==> config.mk <==
export PLATFORM = sky130hd
export DESIGN_NAME = bin_bcd_converter
export DESIGN_NICKNAME = d
export VERILOG_FILES = /design/src/rtl/bin_bcd_converter_pkg.sv /design/src/rtl/bcd_add3_digit.sv /design/src/rtl/bin_bcd_converter.sv
export SDC_FILE = /design/constraint.sdc
export NUM_CORES = 1
export LEC_CHECK = 0
export CAP_MARGIN = 10
export CORE_MARGIN = 2
export CORE_UTILIZATION = 35
export CTS_BUF_LIST = sky130_fd_sc_hd__clkbuf_4 sky130_fd_sc_hd__clkbuf_8 sky130_fd_sc_hd__clkbuf_16
export DETAILED_ROUTE_END_ITERATION = 8
export GPL_TIMING_DRIVEN = 0
export PLACE_DENSITY = 0.52
export SLEW_MARGIN = 30
export SYNTH_ARGS = -nofsm -noshare
export SYNTH_HDL_FRONTEND = slang
export SYNTH_SLANG_ARGS = --single-unit
==> constraint.sdc <==
create_clock -name clk -period 2.27 [get_ports clk]
set_clock_uncertainty 0.1 [all_clocks]
set_input_delay 0.454 -clock clk [delete_from_list [all_inputs] [get_ports clk]]
set_output_delay 0.454 -clock clk [all_outputs]
set_load 0.05 [all_outputs]
==> src/rtl/bin_bcd_converter_pkg.sv <==
// Shared definitions for the sequential binary-to-BCD converter:
// blank digit code, FSM state encoding and the internal digit-count helper.
package bin_bcd_converter_pkg;

    // Digit code that the downstream 7-segment decoder shows as all segments off
    localparam logic [3:0] BCD_BLANK = 4'hF;

    typedef enum logic [1:0] {
        ST_IDLE  = 2'd0,
        ST_LOAD  = 2'd1,
        ST_SHIFT = 2'd2,
        ST_DONE  = 2'd3
    } state_t;

    // Number of decimal digits needed to hold any bin_w-bit value:
    // ceil(bin_w * log10(2)), with log10(2) approximated as 0.30103
    function automatic int calc_idig(input int bin_w);
        return (bin_w * 30103 + 99999) / 100000;
    endfunction

endpackage

==> src/rtl/bcd_add3_digit.sv <==
// Double-dabble correction for one BCD digit: a digit of 5 or more gets 3 added
// so that the following left shift carries correctly into the next digit.
module bcd_add3_digit (
    input  logic [3:0] i_digit,
    output logic [3:0] o_digit
);

    // Add-3 correction, purely combinational
    always_comb begin
        if (i_digit >= 4'd5) begin
            o_digit = i_digit + 4'd3;
        end else begin
            o_digit = i_digit;
        end
    end

endmodule

==> src/rtl/bin_bcd_converter.sv <==
// Sequential double-dabble binary-to-BCD converter with display-range saturation.
// One value per in_valid/in_ready handshake; result appears BIN_W+1 cycles after
// the accepting edge as a one-cycle out_valid pulse, bcd/overflow held afterwards.
// Optional build macro LEADING_ZERO_BLANK_EN: leading zero digits (except digit 0)
// are replaced by the blank code when the value is in range.
module bin_bcd_converter
    import bin_bcd_converter_pkg::*;
#(
    parameter int BIN_W  = 16,
    parameter int DIGITS = 4
) (
    input  logic                  clk,
    input  logic                  rst_n,
    input  logic                  in_valid,
    output logic                  in_ready,
    input  logic [BIN_W-1:0]      bin,
    output logic                  out_valid,
    output logic [4*DIGITS-1:0]   bcd,
    output logic                  overflow
);

    localparam int IDIG = calc_idig(BIN_W);
    localparam int SW   = 4 * IDIG + BIN_W;
    localparam int CW   = $clog2(BIN_W + 1);

    state_t                r_state;
    logic [SW-1:0]         r_scratch;
    logic [CW-1:0]         r_bit_cnt;
    logic                  r_in_ready;
    logic                  r_out_valid;
    logic [4*DIGITS-1:0]   r_bcd;
    logic                  r_overflow;

    logic [SW-1:0]         w_adj;
    logic [SW-1:0]         w_shifted;
    logic [4*DIGITS-1:0]   w_bcd_next;
    logic                  w_ovf_next;
`ifdef LEADING_ZERO_BLANK_EN
    logic                  w_lead;
`endif

    // The binary part of the scratch register passes through unchanged;
    // each internal digit gets its add-3 correction before the shift.
    assign w_adj[BIN_W-1:0] = r_scratch[BIN_W-1:0];

    for (genvar g = 0; g < IDIG; g++) begin : g_add3
        bcd_add3_digit u_add3 (
            .i_digit (r_scratch[BIN_W + 4*g +: 4]),
            .o_digit (w_adj[BIN_W + 4*g +: 4])
        );
    end

    assign w_shifted = w_adj << 1;

    // Final result from the converted digits: saturation and optional blanking
    always_comb begin
        w_ovf_next = 1'b0;
        w_bcd_next = {DIGITS{4'h9}};
`ifdef LEADING_ZERO_BLANK_EN
        w_lead     = 1'b1;
`endif
        for (int i = DIGITS; i < IDIG; i++) begin
            w_ovf_next = w_ovf_next | (r_scratch[BIN_W + 4*i +: 4] != 4'd0);
        end
        if (w_ovf_next) begin
            w_bcd_next = {DIGITS{4'h9}};
        end else begin
            w_bcd_next = r_scratch[BIN_W +: 4*DIGITS];
`ifdef LEADING_ZERO_BLANK_EN
            for (int i = DIGITS - 1; i >= 1; i--) begin
                if (w_lead && (w_bcd_next[4*i +: 4] == 4'd0)) begin
                    w_bcd_next[4*i +: 4] = BCD_BLANK;
                end else begin
                    w_lead = 1'b0;
                end
            end
`endif
        end
    end

    // Conversion FSM: capture on accept, BIN_W add-3/shift steps, publish result
    always_ff @(posedge clk or negedge rst_n) begin
        if (!rst_n) begin
            r_state     <= ST_IDLE;
            r_scratch   <= {SW{1'b0}};
            r_bit_cnt   <= {CW{1'b0}};
            r_in_ready  <= 1'b1;
            r_out_valid <= 1'b0;
            r_bcd       <= {(4*DIGITS){1'b0}};
            r_overflow  <= 1'b0;
        end else begin
            r_out_valid <= 1'b0;
            case (r_state)
                ST_IDLE: begin
                    if (in_valid) begin
                        // bin is sampled only on this accepting edge
                        r_scratch  <= {{(4*IDIG){1'b0}}, bin};
                        r_bit_cnt  <= CW'(BIN_W);
                        r_in_ready <= 1'b0;
                        r_state    <= ST_LOAD;
                    end
                end
                ST_LOAD: begin
                    // First step: digits are all zero, so this is the first shift
                    r_scratch <= w_shifted;
                    r_bit_cnt <= r_bit_cnt - CW'(1);
                    r_state   <= ST_SHIFT;
                end
                ST_SHIFT: begin
                    r_scratch <= w_shifted;
                    r_bit_cnt <= r_bit_cnt - CW'(1);
                    if (r_bit_cnt == CW'(1)) begin
                        r_state <= ST_DONE;
                    end
                end
                ST_DONE: begin
                    r_bcd       <= w_bcd_next;
                    r_overflow  <= w_ovf_next;
                    r_out_valid <= 1'b1;
                    r_in_ready  <= 1'b1;
                    r_state     <= ST_IDLE;
                end
                default: begin
                    r_in_ready <= 1'b1;
                    r_state    <= ST_IDLE;
                end
            endcase
        end
    end

    assign in_ready  = r_in_ready;
    assign out_valid = r_out_valid;
    assign bcd       = r_bcd;
    assign overflow  = r_overflow;

endmodule

==> flow_metrics.env <==
export IMPL_status="completed"
export IMPL_initial_core_util_pct=36.6
export IMPL_grt_pass1_vias=2232
export IMPL_die_h_um=97.1
export IMPL_fillers=834
export IMPL_post_dp_cell_area_sq_um=3560
export IMPL_cts_max_level=3
export IMPL_synthCells=275
export IMPL_finalSetupViolCount=0
export IMPL_seq_power_share_pct=29.8
export IMPL_place_ws_ns=0.134
export IMPL_max_freq_ghz=0.485
export IMPL_hold_viol=0
export IMPL_rows=33
export IMPL_start_kind="flip-flop"
export IMPL_io_pin_count=38
export IMPL_syn_nets=310
export IMPL_grt_pass1_wl_um=11500
export IMPL_drive_gt1_share_pct=12.5
export IMPL_slew_headroom_pct=63.5
export IMPL_fin_crit_sh_pct=90.8
export IMPL_power_frac_clock_pct=14.0
export IMPL_maxCapViolations=0
export IMPL_pwr_share_comb_pct=56.2
export IMPL_ys_seq_area_share_pct=51.2
export IMPL_fp_dieW_um=97.1
export IMPL_drt_total_wl_um=6620
export IMPL_avgSynthCellArea_sq_um=11.0
export IMPL_final_area_sq_um=3750
export IMPL_ir_worst_vdd_mv=0.669
export IMPL_cts_root_buf="clkbuf_8"
export IMPL_area_delta_synth_final_pct=23.6
export IMPL_vias=2169
export IMPL_clk_pin_slew_ns=0.07
export IMPL_grt_max_degree=48
export IMPL_ys_types=34
export IMPL_firstDrtPassIters=4
export IMPL_path_class="flip-flop to output port"
export IMPL_critical_path_top_delay_family="buffers and inverters"
export IMPL_viasPerCell=5.01
export IMPL_cts_tree="built"
export IMPL_syn_area_sq_um=3040
export IMPL_rsz0062_at_grt="false"
export IMPL_drt_initial_drc_count=129
export IMPL_antenna_found_initial=0
export IMPL_crit_path_max_fanout=2
export IMPL_io_buffers=37
export IMPL_slew_viol_final=0
export IMPL_path_buf_inv=1
export IMPL_wl_per_cell_um=15.3
export IMPL_gr_total_overflow=0
export IMPL_coreArea_sq_um=8300
export IMPL_place_congestion=0.792
export IMPL_path_cells="clkdlybuf4s50_1"
export IMPL_hold_path_class="flip-flop to flip-flop"
export IMPL_die_area_sq_um=9430
export IMPL_netSwitchingPower_w=0.00295
export IMPL_ant_nets=0
export IMPL_antennaDiodeCount=0
export IMPL_cpPeakStageDelay_ns=0.81
export IMPL_p_leak_nw=1.62
export IMPL_synth_seq_cells=62
export IMPL_end_kind="output port"
export IMPL_grt_usage_pct=15.4
export IMPL_cts_sinks=62
export IMPL_total_power_w=0.00649
export IMPL_fin_ws_ns=0.210
export IMPL_numCtsBuffers=9
export IMPL_regToRegSetupSlack_ns=0.32
export IMPL_required_ns=1.72
export IMPL_critPathSlowestCell="clkdlybuf4s50_1"
export IMPL_p_per_area_nw_per_um2=1730
export IMPL_swShare_pct=45.4
export IMPL_clk_latency_ns=0.34
export IMPL_drc=0
export IMPL_dp_hpwl_um=4400
export IMPL_internal_power_w=0.00355
export IMPL_arrival_ns=1.51
export IMPL_fin_util_pct=45.2
export IMPL_ys_warn_count=0
export IMPL_nNetsFinal=360
export IMPL_period_needed_ns=2.06
export IMPL_tightest_slew_ns=0.547
export IMPL_clock_path_buffers=2
-- synth_stat cells --
cell type / number / share of area [%]
nand2_1: 23 / 2.8
o31ai_1: 5 / 1.2
xnor2_1: 6 / 1.7
o21ai_0: 25 / 4.1
nand2_4: 1 / 0.37
o22ai_1: 20 / 4.1
clkbuf_1: 3 / 0.37
o32ai_2: 4 / 2.1
nand4bb_1: 1 / 0.37
mux2i_4: 1 / 0.74
buf_2: 5 / 0.82
mux2_2: 4 / 1.5
and2_4: 1 / 0.29
nand3_1: 2 / 0.33
buf_4: 2 / 0.49
dfrtp_1: 61 / 50
mux2_4: 1 / 0.49
a21oi_1: 15 / 2.5
buf_6: 4 / 1.5
xor2_1: 6 / 1.7
a22o_1: 1 / 0.29
nor2_1: 11 / 1.4
nand3b_1: 1 / 0.25
a21boi_1: 1 / 0.25
nor4_4: 1 / 0.70
mux2i_1: 12 / 4.0
ha_1: 16 / 6.6
o311ai_0: 1 / 0.29
dfstp_2: 1 / 0.87
a32o_1: 5 / 1.6
inv_1: 23 / 2.8
nor4bb_1: 1 / 0.33
nand2b_1: 6 / 1.2
o22a_1: 5 / 1.4
-- cells by family after synthesis --
kind of cell | Yosys count | share of synthesized area [%]
AND/OR/NAND/NOR | 48 | 8.08
multiplexers | 18 | 6.68
buffers and inverters | 37 | 6.02
AO/OA/AOI/OAI | 82 | 18.0
flip-flops | 62 | 51.2
XOR/XNOR | 12 | 3.46
adder cells (fa/ha/maj) | 16 | 6.60
-- sequential cells by signal, summed over array words and instances (netlist names) --
signal / count
bcd: 16
out_valid: 1
r_scratch: 36
overflow: 1
r_state: 2
r_bit_cnt: 5
in_ready: 1
-- metrics by stage --
step | setup TNS (ns) | hold WS [ns] | std cells
2_1_floorplan | 0 | 0.0584 | 275
3_3_place_gp | -95.26 | 0.366 | 417
3_5_place_dp | 0 | 0.241 | 418
4_1_cts | 0 | 0.388 | 433
5_1_grt | 0 | 0.408 | 433
6_report | 0 | 0.387 | 433
-- final timing paths --
kind | startpoint | to | cells past startpoint
max | bcd[0] | bcd[0] | 1
min | r_scratch[11] | r_scratch[11] | 2
max reg2reg | r_state[0] | r_scratch[12] | 6
min reg2reg | r_scratch[11] | r_scratch[11] | 2
max in group asynchronous | rst_n | in_ready | 3
min in group asynchronous | rst_n | r_scratch[10] | 2
-- routing by layer --
layer	vias up	global-route usage [%]	routed length (um)
met3	10	3.17	197
met2	33	22.3	2910
met4	0	6.50	120
met1	1053	22.4	3400
met5	-	0	0
li1	1073	-	-
-- cells in the final DEF, fill, tap and decap left out, drive strengths merged --
cell type / instances
nor4: 1
xnor2: 6
dlymetal6s2s: 1
nand3: 2
o311ai: 1
mux2: 5
nand3b: 1
nand4bb: 1
ha: 16
a21boi: 1
o22ai: 20
dfstp: 1
o21ai: 25
and2: 1
a32o: 5
inv: 23
nor2: 11
buf: 13
xor2: 6
clkdlybuf4s50: 35
o22a: 5
dlygate4sd3: 1
clkinv: 1
dfrtp: 61
o32ai: 4
nand2: 24
a22o: 1
a21oi: 15
o31ai: 5
nand2b: 6
mux2i: 13
clkbuf: 16
nor4bb: 1
-- final cells by class --
class                           count  area [sq um]  area share [%]
Sequential cell                    62          1550            41.4
Clock buffer                       13           173            4.60
Clock inverter                      1          5.00           0.133
Tap cell                          105           131            3.50
Multi-Input combinational cell    176          1300            34.6
Buffer                             14          96.3            2.57
Inverter                           23          86.3            2.30
Timing Repair Buffer               39           408            10.9
-- power groups by stage --
stage,sequential (W),clock [W],combinational (W)
after floorplan,0.00243,0,0.00220
after global placement,0.00195,0,0.00366
after global routing,0.00201,0.000987,0.00405
final,0.00194,0.000906,0.00365
after CTS,0.00194,0.000932,0.00371
after detailed placement,0.00196,0,0.00369
-- repair_timing --
action,4_1_cts,5_1_grt
resized for setup,0,1
endpoints found under the setup margin,0,1
setup buffers,0,0
endpoints found under the hold margin,15,0
hold buffers,1,0
No activity file was read; power rests on OpenSTA's default activity.
